File: src/rtl/led_pwm_fader.sv
// led_pwm_fader: output stage for the 6-LED binary counter. Each LED fades
// linearly between dark and full brightness using per-LED PWM instead of
// switching hard on/off.
//
// Ports:
//   CLK        system clock (27 MHz board clock)
//   RESETn     asynchronous, active-low reset
//   i_pattern  target pattern, active-high (1 = LED should be lit)
//   i_en       1 = normal operation, 0 = all LEDs forced dark
//   o_led      active-low PWM LED drive (0 = LED lit), registered
//   o_busy     1 while any LED level differs from its target, registered
module led_pwm_fader #(
  parameter int unsigned PWM_BITS         = 8,
  parameter int unsigned FADE_STEP_CYCLES = 52_734
) (
  input  logic       CLK,
  input  logic       RESETn,
  input  logic [5:0] i_pattern,
  input  logic       i_en,
  output logic [5:0] o_led,
  output logic       o_busy
);

  localparam int unsigned NUM_LEDS = 6;
  localparam int unsigned PRE_W    = (FADE_STEP_CYCLES > 1) ? $clog2(FADE_STEP_CYCLES) : 1;

  localparam logic [PWM_BITS-1:0] LVL_MAX  = '1;
  localparam logic [PWM_BITS-1:0] LVL_ZERO = '0;
  localparam logic [PRE_W-1:0]    PRE_LAST = PRE_W'(FADE_STEP_CYCLES - 1);

  // Per-LED ramp state, derived each cycle from level and target.
  typedef enum logic [1:0] {
    LED_OFF,
    LED_RISING,
    LED_ON,
    LED_FALLING
  } led_state_t;

  logic [PWM_BITS-1:0] pwm_cnt;
  logic [PRE_W-1:0]    prescaler;
  logic [PWM_BITS-1:0] lvl_q [NUM_LEDS];
  logic [NUM_LEDS-1:0] pat_q;

  logic [PRE_W-1:0]    prescaler_d;
  logic [PWM_BITS-1:0] lvl_d [NUM_LEDS];
  logic [PWM_BITS-1:0] tgt   [NUM_LEDS];
  led_state_t          led_state [NUM_LEDS];
  logic [NUM_LEDS-1:0] lit_d;
  logic                busy_d;
  logic                step_tick;

  // State registers: counters, levels, input pattern and output drive.
  always_ff @(posedge CLK or negedge RESETn) begin
    if (!RESETn) begin
      pwm_cnt   <= '0;
      prescaler <= '0;
      pat_q     <= '0;
      o_led     <= '1;
      o_busy    <= 1'b0;
      for (int i = 0; i < NUM_LEDS; i++) begin
        lvl_q[i] <= '0;
      end
    end else begin
      pwm_cnt   <= pwm_cnt + 1'b1;
      prescaler <= prescaler_d;
      pat_q     <= i_pattern;
      o_led     <= ~lit_d;
      o_busy    <= busy_d;
      for (int i = 0; i < NUM_LEDS; i++) begin
        lvl_q[i] <= lvl_d[i];
      end
    end
  end

  // Next-state: prescaler, per-LED ramp step, PWM compare and busy flag.
  always_comb begin
    step_tick   = (prescaler == PRE_LAST);
    prescaler_d = step_tick ? '0 : prescaler + 1'b1;
    lit_d       = '0;
    busy_d      = 1'b0;

    for (int i = 0; i < NUM_LEDS; i++) begin
      tgt[i]       = pat_q[i] ? LVL_MAX : LVL_ZERO;
      lvl_d[i]     = lvl_q[i];
      led_state[i] = LED_OFF;

      if (lvl_q[i] < tgt[i]) begin
        led_state[i] = LED_RISING;
      end else if (lvl_q[i] > tgt[i]) begin
        led_state[i] = LED_FALLING;
      end else if (lvl_q[i] == LVL_MAX) begin
        led_state[i] = LED_ON;
      end

      // RISING/FALLING imply lvl is strictly inside the range it moves toward,
      // so +1/-1 can never wrap.
      if (step_tick) begin
        case (led_state[i])
          LED_RISING:  lvl_d[i] = lvl_q[i] + 1'b1;
          LED_FALLING: lvl_d[i] = lvl_q[i] - 1'b1;
          default:     lvl_d[i] = lvl_q[i];
        endcase
      end

      // Full level is forced fully on; otherwise lit for lvl clocks per period.
      lit_d[i] = (lvl_q[i] == LVL_MAX) || (lvl_q[i] > pwm_cnt);
      busy_d   = busy_d || (lvl_q[i] != tgt[i]);
    end

    // Disable wins over any step: dark outputs, levels and prescaler cleared.
    if (!i_en) begin
      prescaler_d = '0;
      lit_d       = '0;
      busy_d      = 1'b0;
      for (int i = 0; i < NUM_LEDS; i++) begin
        lvl_d[i] = '0;
      end
    end
  end

endmodule

File: config.mk
export PLATFORM = sky130hd
export DESIGN_NAME = led_pwm_fader
export DESIGN_NICKNAME = d
export VERILOG_FILES = /design/src/rtl/led_pwm_fader.sv
export SDC_FILE = /design/constraint.sdc
export NUM_CORES = 1
export LEC_CHECK = 0
export CAP_MARGIN = 40
export CORE_MARGIN = 4
export CORE_UTILIZATION = 51
export DETAILED_ROUTE_END_ITERATION = 16
export PLACE_DENSITY = 0.67
export REMOVE_ABC_BUFFERS = 1
export SYNTH_ARGS = -nofsm -noshare
export SYNTH_HDL_FRONTEND = slang
export SYNTH_SLANG_ARGS = --single-unit
File: constraint.sdc
create_clock -name CLK -period 4.33 [get_ports CLK]
set_input_delay 0.433 -clock CLK [delete_from_list [all_inputs] [get_ports CLK]]
set_output_delay 0.433 -clock CLK [all_outputs]
set_load 0.01 [all_outputs]
==> run_results.csv <==
group,metric,value,unit
yosys,synth-xor-area-share,0.0607,
detailed_routing,ant_nets,0,
yosys,synth_fa_ha_area_frac,0.246,
detailed_routing,wl_met3,395,µm
power,power_switching_share,0.433,
job,drv_cap,0,
yosys,synth_most_common_cell,"ha_1",
worst_setup_path,crit_family,"simple AND/OR/NAND/NOR gates",
worst_setup_path,critPathLaunchType,"register",
detailed_routing,drc_errors,0,
clocking,clk-insertion-delay-late,0.35,ns
worst_setup_path,crit_type,"reg -> reg",
global_route,antenna_found_initial,0,
worst_setup_path,crit_chain,"inv_1 > ha_1 > nand4_1 > nor2_1 > a211oi_1 > or2_2 > ha_1 > a21oi_1 > o211ai_1 > o41ai_1 > o21bai_1 > or4b_1 > o221ai_1",
floorplan,die_area,16400,µm²
yosys,synth_compound_area_frac,0.178,
worst_setup_path,cp_common_cell,"ha_1",
yosys,synth_area,7360,µm²
yosys,ys_top_cells_by_area,"dfrtp_1 (27%), ha_1 (23%), inv_1 (4.0%), nand3_1 (3.9%), xnor2_1 (3.9%)",
global_route,grt_overflow,0,
clocking,cts_tree,"done",
clocking,clk_pin_slew,0.07,ns
detailed_routing,wl_met2,8.42,mm
placement,place_congestion,0.853,
timing,fin_crit,3.89,ns
detailed_routing,drt_iter0_markers,336,
cells_and_area,nets,990,
timing,tightest_slew,0.774,ns
yosys,synthDistinctLibCells,48,
yosys,synth-simple-area-share,0.172,
outcome,status,"completed",
detailed_routing,first_pass_iters,4,
floorplan,core,14000,µm²
worst_setup_path,worst-path-stages,13,
yosys,seq_area_frac_synth,0.290,
cells_and_area,drive_gt1_frac,0.0556,
timing,setup_viol,0,
yosys,async_reset_ff_frac,1.00,
yosys,synth_top_area_frac,0.269,
timing,maxSlewViolCount,0,
clocking,clockBufferDepth,2,
clocking,cts_root_buf,"clkbuf_16",
timing,fin_crit_sh,0.899,
floorplan,die_x,128,µm
power,switching_power,0.00186,W
yosys,synth_top_family_by_area,"adder cells",
worst_setup_path,path_buf_inv,1,
timing,hold_slack,0.0641,ns
detailed_routing,via_per_inst,5.92,
worst_setup_path,crit_arrival,4.15,ns
worst_setup_path,reg2reg_depth,13,
timing,setup_tns,0,ns
worst_setup_path,endpoint_kind,"register",
power,seqPwrFrac,0.305,
worst_setup_path,required,4.59,ns
placement,place.port_buffers,15,
yosys,synth_edf_count,0,
floorplan,chipHeight,128,µm
hold_path,hp-class,"in -> async",
detailed_routing,routed-via-count,6063,
power,clkPwrFrac,0.169,
detailed_routing,topRoutingLayerUsed,"met4",
yosys,avgSynthCellArea,8.96,µm²
clocking,post_cts_resized,0,
floorplan,io_pins,16,
global_route,grt_pass1_wl,29.0,mm
power,p_int,0.00244,W
yosys,muxShareOfSynthArea,0.00544,
power,vdd_drop_max,0.262,mV
global_route,grt_pass1_vias,6084,
yosys,syn_inst,821,
detailed_routing,routed_wl,17.1,mm
worst_setup_path,critPathSlowestCell,"o41ai_1",
clocking,postCtsSetupBuffers,0,
yosys,synth_top_cell_by_area,"dfrtp_1",
detailed_routing,wl_per_cell,16.7,µm
cells_and_area,antenna_cells,0,
timing,rsz0062_at_grt,"no",
power,combPwrFrac,0.526,
cells_and_area,syn2layout_area_growth,8.74,%
power,power_density,538,nW/µm²
clocking,cts_sinks,85,
placement,place_hpwl,12.4,mm
clocking,cts_hold_buf,0,
global_route,grtUsageTotal,0.218,
global_route,grt_max_degree,66,
worst_setup_path,max_stage_delay,0.49,ns
floorplan,start_util,0.526,
clocking,cts_buffers,9,
timing,max_slew_margin,0.484,
cells_and_area,fin_util,0.572,
timing,final.setup_skew,0.00609,ns
timing,fmax,257,MHz
yosys,yosys_warnings,0,
power,p_leak,3.81,nW
yosys,ys_ff_latch,85,
detailed_routing,wl_met1,7.97,mm
worst_setup_path,cp_max_fo,8,
clocking,h-tree-depth,3,
yosys,ys_top_cells_by_count,"ha_1 (135), dfrtp_1 (79), inv_1 (78)",
power,power,0.00431,W
floorplan,rows,43,
yosys,synth_ff_type,"dfrtp_1",
timing,hold_viol,0,
[power groups by stage]
| stage | Clock, W | Combinational [W] | Sequential [W] |
|---|---|---|---|
| floorplan | 0 | 0.00178 | 0.00122 |
| global placement | 0 | 0.00210 | 0.00132 |
| detailed placement | 0 | 0.00224 | 0.00132 |
| CTS | 0.000747 | 0.00226 | 0.00131 |
| global route | 0.000776 | 0.00260 | 0.00135 |
| finish | 0.000728 | 0.00227 | 0.00131 |
[worst paths after layout]
check	startpoint	endpoint	slack [ns]
setup / recovery	pat_q[0]	lvl_q[47]	0.44
hold / removal	RESETn	prescaler[0]	0.06
setup reg to reg	pat_q[0]	lvl_q[47]	0.44
hold reg to reg	pwm_cnt[7]	pwm_cnt[7]	0.48
max in group asynchronous	RESETn	lvl_q[38]	3.25
min in group CLK	pwm_cnt[7]	pwm_cnt[7]	0.48
[layout make-up]
cell class	instances	area (µm²)
clock inverters	6	40.0
well taps	180	225
repair buffers	24	210
fillers	1234	5990
multi-input cells	642	4870
inverters	78	293
clock buffers	10	229
flip-flops and latches	85	2130
[state kept, by name, indices dropped and copies added (netlist names)]
signal and cells:
pat_q 6, o_led 6, o_busy 1, pwm_cnt 8, lvl_q 48, prescaler 16
[cell families after synthesis]
| group | Yosys count |
|---|---|
| adders and majority gates | 141 |
| xor gates and xnor gates | 51 |
| buffers and inverters | 94 |
| and+or+nand+nor | 245 |
| AOI/OAI and AO/OA | 201 |
| DFF | 85 |
| muxes | 4 |
[routing by layer]
| metal | GRT usage | vias up |
|---|---|---|
| li1 | - | 3041 |
| met1 | 0.277 | 2907 |
| met2 | 0.379 | 92 |
| met3 | 0.0267 | 23 |
| met4 | 0.0843 | 0 |
| met5 | 0 | - |
[placed cells by master (no fill, tap or decap), types with 18 or more instances in the layout]
cell type and instances:
xnor2_1 33, nand3_1 58, dfrtp_1 79, ha_1 135
nand2_1 48, nand4_1 30, nor2_1 41, xor2_1 18
inv_1 78, a21oi_1 53, nor2b_1 21, o21ai_0 51
[stage by stage]
| step | std cells | worst slack (ns) | area, µm² |
|---|---|---|---|
| after floorplan | 805 | 1.04 | 7300 |
| after global placement | 1006 | 0.639 | 7710 |
| after detailed placement | 1009 | 0.505 | 7730 |
| after CTS | 1025 | 0.451 | 8000 |
| after global routing | 1025 | 0.0780 | 8000 |
| final | 1025 | 0.439 | 8000 |
(Power assumes the default switching activity.)
